===== src/rtl/mem_arbiter_pkg.sv =====
// Shared types and constants for the two-port memory arbiter.
// Arbiter FSM states, cache port identifiers and the default timeout.
package mem_arb_pkg;

  typedef enum logic [1:0] {
    IDLE,
    GRANT,
    WAIT
  } arb_state_t;

  typedef enum logic {
    PORT_I = 1'b0,
    PORT_D = 1'b1
  } port_t;

  localparam int DEFAULT_TIMEOUT = 255;
  localparam int TIMEOUT_CNT_W   = 8;

endpackage


===== src/rtl/mem_arbiter_if.sv =====
// Bus bundle between the I-cache, D-cache, arbiter and the block data memory.
// The arbiter uses the slave view; the surrounding environment uses the master view.
interface mem_arbiter_if #(
  parameter int ADDR_W = 6,
  parameter int DATA_W = 32
) ();

  logic              i_read;
  logic              i_write;
  logic [ADDR_W-1:0] i_address;
  logic [DATA_W-1:0] i_writedata;
  logic [DATA_W-1:0] i_readdata;
  logic              i_busywait;

  logic              d_read;
  logic              d_write;
  logic [ADDR_W-1:0] d_address;
  logic [DATA_W-1:0] d_writedata;
  logic [DATA_W-1:0] d_readdata;
  logic              d_busywait;

  logic              mem_read;
  logic              mem_write;
  logic [ADDR_W-1:0] mem_address;
  logic [DATA_W-1:0] mem_writedata;
  logic [DATA_W-1:0] mem_readdata;
  logic              mem_busywait;

  modport slave (
    input  i_read, i_write, i_address, i_writedata,
    output i_readdata, i_busywait,
    input  d_read, d_write, d_address, d_writedata,
    output d_readdata, d_busywait,
    output mem_read, mem_write, mem_address, mem_writedata,
    input  mem_readdata, mem_busywait
  );

  modport master (
    output i_read, i_write, i_address, i_writedata,
    input  i_readdata, i_busywait,
    output d_read, d_write, d_address, d_writedata,
    input  d_readdata, d_busywait,
    input  mem_read, mem_write, mem_address, mem_writedata,
    output mem_readdata, mem_busywait
  );

endinterface


===== src/rtl/rr_picker2.sv =====
// Two-way round-robin pick: on a tie the port that was not granted last wins.
module rr_picker2
  import mem_arb_pkg::*;
(
  input  logic  i_reqI,
  input  logic  i_reqD,
  input  port_t i_lastGrant,
  output port_t o_pick,
  output logic  o_valid
);

  always_comb begin
    o_valid = i_reqI | i_reqD;
    o_pick  = PORT_I;
    if (i_reqI && i_reqD) begin
      if (i_lastGrant == PORT_I) o_pick = PORT_D;
      else                       o_pick = PORT_I;
    end else if (i_reqD) begin
      o_pick = PORT_D;
    end
  end

endmodule


===== src/rtl/mem_arbiter.sv =====
// Shares one block data memory between the I-cache and D-cache, one transfer at a time,
// round-robin on contention, with a sticky timeout flag when the memory never completes.
module mem_arbiter
  import mem_arb_pkg::*;
#(
  parameter int ADDR_W  = 6,
  parameter int DATA_W  = 32,
  parameter int TIMEOUT = DEFAULT_TIMEOUT
) (
  input  logic         clock,
  input  logic         reset,
  mem_arbiter_if.slave bus,
  output logic         timeout_err
);

  localparam logic [TIMEOUT_CNT_W-1:0] TIMEOUT_CNT = TIMEOUT_CNT_W'(TIMEOUT);

  arb_state_t               r_state;
  port_t                    r_winner;
  port_t                    r_lastGrant;
  logic [ADDR_W-1:0]        r_addr;
  logic [DATA_W-1:0]        r_wdata;
  logic                     r_isWrite;
  logic [TIMEOUT_CNT_W-1:0] r_count;
  logic                     r_timeoutErr;
  logic [DATA_W-1:0]        r_iRdata;
  logic [DATA_W-1:0]        r_dRdata;

  logic                     w_iReq;
  logic                     w_dReq;
  port_t                    w_pick;
  logic                     w_pickValid;
  logic                     w_active;
  logic                     w_done;
  logic [TIMEOUT_CNT_W-1:0] w_countNext;

  assign w_iReq      = bus.i_read | bus.i_write;
  assign w_dReq      = bus.d_read | bus.d_write;
  assign w_active    = (r_state == GRANT) || (r_state == WAIT);
  assign w_done      = (r_state == WAIT) && !bus.mem_busywait;
  assign w_countNext = (r_count == '1) ? r_count : r_count + 1'b1;

  rr_picker2 u_picker (
    .i_reqI      (w_iReq),
    .i_reqD      (w_dReq),
    .i_lastGrant (r_lastGrant),
    .o_pick      (w_pick),
    .o_valid     (w_pickValid)
  );

  // The transfer is latched at grant so a withdrawn request still completes unchanged.
  always_ff @(posedge clock) begin
    if (reset) begin
      r_state      <= IDLE;
      r_winner     <= PORT_I;
      r_lastGrant  <= PORT_I;
      r_addr       <= '0;
      r_wdata      <= '0;
      r_isWrite    <= 1'b0;
      r_count      <= '0;
      r_timeoutErr <= 1'b0;
      r_iRdata     <= '0;
      r_dRdata     <= '0;
    end else begin
      case (r_state)
        IDLE: begin
          if (w_pickValid) begin
            r_winner <= w_pick;
            r_state  <= GRANT;
            if (w_pick == PORT_D) begin
              r_addr    <= bus.d_address;
              r_wdata   <= bus.d_writedata;
              r_isWrite <= bus.d_write;
            end else begin
              r_addr    <= bus.i_address;
              r_wdata   <= bus.i_writedata;
              r_isWrite <= bus.i_write;
            end
          end
        end
        GRANT: begin
          r_count <= '0;
          r_state <= WAIT;
        end
        WAIT: begin
          if (bus.mem_busywait) begin
            r_count <= w_countNext;
            if (w_countNext >= TIMEOUT_CNT) r_timeoutErr <= 1'b1;
          end else begin
            r_lastGrant <= r_winner;
            r_state     <= IDLE;
            if (!r_isWrite) begin
              if (r_winner == PORT_D) r_dRdata <= bus.mem_readdata;
              else                    r_iRdata <= bus.mem_readdata;
            end
          end
        end
        default: r_state <= IDLE;
      endcase
    end
  end

  // Strobes fall in the completion cycle and while reset is asserted, without waiting for an edge.
  assign bus.mem_read      = w_active && !r_isWrite && !w_done && !reset;
  assign bus.mem_write     = w_active &&  r_isWrite && !w_done && !reset;
  assign bus.mem_address   = w_active ? r_addr  : '0;
  assign bus.mem_writedata = w_active ? r_wdata : '0;

  assign bus.i_busywait = w_iReq && !(w_done && (r_winner == PORT_I));
  assign bus.d_busywait = w_dReq && !(w_done && (r_winner == PORT_D));

  // The winner sees fresh memory data in its completion cycle; afterwards the held copy.
  assign bus.i_readdata = (w_done && !r_isWrite && (r_winner == PORT_I)) ? bus.mem_readdata : r_iRdata;
  assign bus.d_readdata = (w_done && !r_isWrite && (r_winner == PORT_D)) ? bus.mem_readdata : r_dRdata;

  assign timeout_err = r_timeoutErr;

endmodule


===== src/flat_wrapper.sv =====
// flat-port wrapper written by rule: the top's interface ports become plain ports
module mem_arbiter_flat import mem_arb_pkg::*;
#(
  parameter int ADDR_W  = 6,
  parameter int DATA_W  = 32,
  parameter int TIMEOUT = DEFAULT_TIMEOUT
)
  (clock, reset, timeout_err, bus_i_read, bus_i_write, bus_i_address, bus_i_writedata, bus_i_readdata, bus_i_busywait, bus_d_read, bus_d_write, bus_d_address, bus_d_writedata, bus_d_readdata, bus_d_busywait, bus_mem_read, bus_mem_write, bus_mem_address, bus_mem_writedata, bus_mem_readdata, bus_mem_busywait);
  mem_arbiter_if #(.ADDR_W(ADDR_W), .DATA_W(DATA_W)) bus_i ();
  input  logic clock;
  input  logic reset;
  output logic timeout_err;
  input wire logic [$bits(bus_i.i_read)-1:0] bus_i_read;
  input wire logic [$bits(bus_i.i_write)-1:0] bus_i_write;
  input wire logic [$bits(bus_i.i_address)-1:0] bus_i_address;
  input wire logic [$bits(bus_i.i_writedata)-1:0] bus_i_writedata;
  output wire logic [$bits(bus_i.i_readdata)-1:0] bus_i_readdata;
  output wire logic [$bits(bus_i.i_busywait)-1:0] bus_i_busywait;
  input wire logic [$bits(bus_i.d_read)-1:0] bus_d_read;
  input wire logic [$bits(bus_i.d_write)-1:0] bus_d_write;
  input wire logic [$bits(bus_i.d_address)-1:0] bus_d_address;
  input wire logic [$bits(bus_i.d_writedata)-1:0] bus_d_writedata;
  output wire logic [$bits(bus_i.d_readdata)-1:0] bus_d_readdata;
  output wire logic [$bits(bus_i.d_busywait)-1:0] bus_d_busywait;
  output wire logic [$bits(bus_i.mem_read)-1:0] bus_mem_read;
  output wire logic [$bits(bus_i.mem_write)-1:0] bus_mem_write;
  output wire logic [$bits(bus_i.mem_address)-1:0] bus_mem_address;
  output wire logic [$bits(bus_i.mem_writedata)-1:0] bus_mem_writedata;
  input wire logic [$bits(bus_i.mem_readdata)-1:0] bus_mem_readdata;
  input wire logic [$bits(bus_i.mem_busywait)-1:0] bus_mem_busywait;
  assign bus_i.i_read = bus_i_read;
  assign bus_i.i_write = bus_i_write;
  assign bus_i.i_address = bus_i_address;
  assign bus_i.i_writedata = bus_i_writedata;
  assign bus_i_readdata = bus_i.i_readdata;
  assign bus_i_busywait = bus_i.i_busywait;
  assign bus_i.d_read = bus_d_read;
  assign bus_i.d_write = bus_d_write;
  assign bus_i.d_address = bus_d_address;
  assign bus_i.d_writedata = bus_d_writedata;
  assign bus_d_readdata = bus_i.d_readdata;
  assign bus_d_busywait = bus_i.d_busywait;
  assign bus_mem_read = bus_i.mem_read;
  assign bus_mem_write = bus_i.mem_write;
  assign bus_mem_address = bus_i.mem_address;
  assign bus_mem_writedata = bus_i.mem_writedata;
  assign bus_i.mem_readdata = bus_mem_readdata;
  assign bus_i.mem_busywait = bus_mem_busywait;
  mem_arbiter #(.ADDR_W(ADDR_W), .DATA_W(DATA_W), .TIMEOUT(TIMEOUT)) u_core (.clock(clock), .reset(reset), .bus(bus_i), .timeout_err(timeout_err));
endmodule

===== config.mk =====
export PLATFORM = sky130hd
export DESIGN_NAME = mem_arbiter_flat
export DESIGN_NICKNAME = d
export VERILOG_FILES = /design/src/rtl/mem_arbiter_pkg.sv /design/src/rtl/mem_arbiter_if.sv /design/src/rtl/rr_picker2.sv /design/src/rtl/mem_arbiter.sv /design/src/flat_wrapper.sv
export SDC_FILE = /design/constraint.sdc
export NUM_CORES = 1
export LEC_CHECK = 0
export CORE_MARGIN = 8
export CORE_UTILIZATION = 47
export DETAILED_ROUTE_END_ITERATION = 12
export HOLD_SLACK_MARGIN = 0.05
export PLACE_DENSITY_LB_ADDON = 0.3
export SYNTH_ARGS = -nofsm -noshare
export SYNTH_HDL_FRONTEND = slang
export SYNTH_SLANG_ARGS = --single-unit

===== constraint.sdc =====
create_clock -name clock -period 3.4 [get_ports clock]
set_clock_uncertainty 0.2 [all_clocks]
set_input_delay 0.68 -clock clock [delete_from_list [all_inputs] [get_ports clock]]
set_output_delay 0.68 -clock clock [all_outputs]
set_load 0.1 [all_outputs]

==> summary.md <==
| Metric | Value |
|---|---|
| Ports placed on the boundary | 222 |
| Top cells by count, synth | dfxtp_1, mux2_2, nor2b_1, nor2_1 |
| Crit-path max FO | 32 |
| Final worst setup slack | 0.111 ns |
| Routed Antenna Nets | 0 |
| Post-cts sizing count | 0 |
| Detailed Place HPWL | 13100 µm |
| Hold path start | u_core.timeout_err |
| Die width | 124 µm |
| Vias/cell | 5.23 |
| Max VDD drop | 426 µV |
| Synthesized area per cell | 10.2 µm² |
| Warnings, synthesis | 0 |
| GRT Total Usage | 0.230 |
| Non-filler instance count after layout | 894 |
| Pre-CTS WS | 0.110 ns |
| Final Hold Violating Endpoints | 0 |
| Critical Path RT | 2.52 ns |
| Initial antenna violation count | 0 |
| MaxCap Viol Count | 0 |
| Clock slew at reported path FFs | 0.05 ns |
| DR pass1 iterations | 5 |
| Starting density of the core | 0.478 |
| Area Growth Syn to Fin | 74.3% |
| CTS Buf Count | 17 |
| DRT Wirelength | 17400 µm |
| Worst reg-to-reg setup slack | 0.96 ns |
| Vias | 4672 |
| Synthesized flop and latch total | 116 |
| Syn Nets | 652 |
| Sequential cell area | 2320 µm² |
| Status | complete, no violations |
| First-pass GRT wire length | 27100 µm |
| Hold Crit Class | flop to flop |
| Post-CTS Setup Repair Bufs | 0 |
| Asr flop ratio synth | 0 |
| Critical path class | input pin to output pin |
| Layout cells sized above 1 | 0.330 |
| RSZ-0062 raised after global routing | no |
| Placed instance count | 863 |
| Post-DR wirelength/cell | 19.4 µm |
| Post-synth top area share | 0.428 |
| Startpoint types | input pin |
| Worst-Margin Slew | 0.792 ns |
| Number of global-route vias before repair | 5155 |
| Cell Area, Synth | 5430 µm² |
| Netlist cell types | 40 |
| Remaining DRCs | 0 |
| H-tree Lvls | 4 |
| PwrDens | 527 nW/µm² |
| Final setup fails | 0 |
| Final nets | 858 |
| Final weighted congestion in routability-driven placement | 0.774 |
| # diodes | 0 |
| Dominant cell by count in the synthesized netlist | dfxtp_1 |
| Cell taking the most area after synthesis | dfxtp_1 |
| Crit path capture type | output pin |
| Placeable Area | 11400 µm² |
| CTS root buf | clkbuf_16 |
| Largest net degree at the start of global routing | 69 |
| Die area | 15300 µm² |
| Worst slew margin | 0.470 |
| Total clock sinks | 116 |
| Hold Path Stages | 2 |
| IO Port Bufs | 221 |
| Leading register cell type out of synthesis | dfxtp_1 |
| Tcrit/Tclk final | 0.967 |
| TritonCTS clock tree | yes |
| Sequential element share of the synthesized area | 0.428 |
| Multi-input gate area | 2920 µm² |
| Hold WS | 0.272 ns |
| Cts hold-fix bufs | 0 |
| Slew Viols, Final | 0 |
| Worst r2r path cells | 7 |
| Reg2reg start | u_core.r_state[0] |
| Largest cells by area after synthesis | dfxtp_1, mux2_2, nor2b_1 |
| Sink of the worst hold path | u_core.timeout_err |
| Clk_lat worst skew | 0.41 ns |
| Row count | 39 |
| Worst Path Arrival | 2.41 ns |
| Die Y | 124 µm |
| Clk buf depth | 2 |
| Leakage power | 3.73 nW |
| Total congestion overflow | 0 |
| Filler Cell Count | 615 |
| Mapped Cells | 533 |
| Initial DRC Count | 256 |
| Worst flop-to-flop path endpoint | u_core.r_count[0] |
| Fmax | 304 MHz |
| Post-synth EDFFs | 0 |
| Min Tclk post-route | 3.29 ns |
[flip-flops by register name, indices dropped and copies added, names as in the netlist]
register            flops
u_core.timeout_err      1
u_core.r_addr           6
u_core.r_count          8
u_core.r_winner         1
u_core.r_wdata         32
u_core.r_isWrite        1
u_core.r_state          2
u_core.r_dRdata        32
u_core.r_lastGrant      1
u_core.r_iRdata        32
[where the power goes]
part           total, W  switching, W  internal, W
clock network   0.00195      0.000600      0.00135
logic           0.00154      0.000953     0.000588
registers       0.00150     0.0000451      0.00145
[routing by layer]
metal / global-route usage / up-vias / wire (µm)
li1: - / 2263 / -
met1: 0.232 / 2199 / 6320
met2: 0.402 / 200 / 8580
met3: 0.126 / 10 / 2320
met4: 0.0655 / 0 / 127
met5: 0 / - / 0
[metrics by stage]
step | power, W | setup TNS (ns) | instance area [µm²] | utilization
after floorplan | 0.00248 | -0.00927 | 5440 | -
after global placement | 0.00303 | 0 | 8820 | 0.776
after detailed placement | 0.00307 | 0 | 8820 | 0.776
after CTS | 0.00503 | 0 | 9470 | 0.833
after global routing | 0.00517 | 0 | 9470 | 0.833
final | 0.00499 | 0 | 9470 | 0.833
[cells in the final DEF, fill, tap and decap left out, types with 6 or more instances in the layout]
master             n
a211oi_2          30
nand2_1            8
buf_4              6
mux2i_1           39
and2_1            38
a211oi_1          12
nor2b_1           66
a21oi_1           13
inv_1              6
dfxtp_1          116
mux2_2            66
clkdlybuf4s50_1  113
nor2_1            49
clkbuf_16         17
buf_12           110
[critical path, cell delays in order]
cell             delay (ns)
clkdlybuf4s50_1        0.44
nand2b_1               0.25
nor3_4                 0.19
buf_12                 0.24
mux2_2                 0.41
buf_12                 0.18
[how the worst max path moves through the flow]
stage,cells past startpoint,startpoint,slack (ns),end
floorplan,4,reset,-0.009,bus_mem_read
global placement,6,bus_mem_busywait,0.13,bus_i_readdata[23]
detailed placement,6,bus_mem_busywait,0.11,bus_i_readdata[23]
CTS,6,bus_mem_busywait,0.11,bus_i_readdata[23]
global route,6,bus_mem_busywait,0.02,bus_d_readdata[7]
finish,6,bus_mem_busywait,0.11,bus_d_readdata[7]
[cell type report]
| type | instances | share of cell area |
|---|---|---|
| repair buffers | 229 | 0.357 |
| multi-input cells | 369 | 0.308 |
| flip-flops and latches | 116 | 0.245 |
| clock buffers | 22 | 0.0501 |
| well taps | 143 | 0.0189 |
| clock inverters | 9 | 0.0185 |
| inverters | 6 | 0.00238 |
[kinds of logic after synthesis]
family	after synthesis	synth area share
flops	116	0.428
fa+ha+maj	4	0.00921
mux	105	0.209
buf+inv	48	0.0422
simple gates	185	0.188
compound gates	75	0.124
Power figures use the tool's default switching activity.
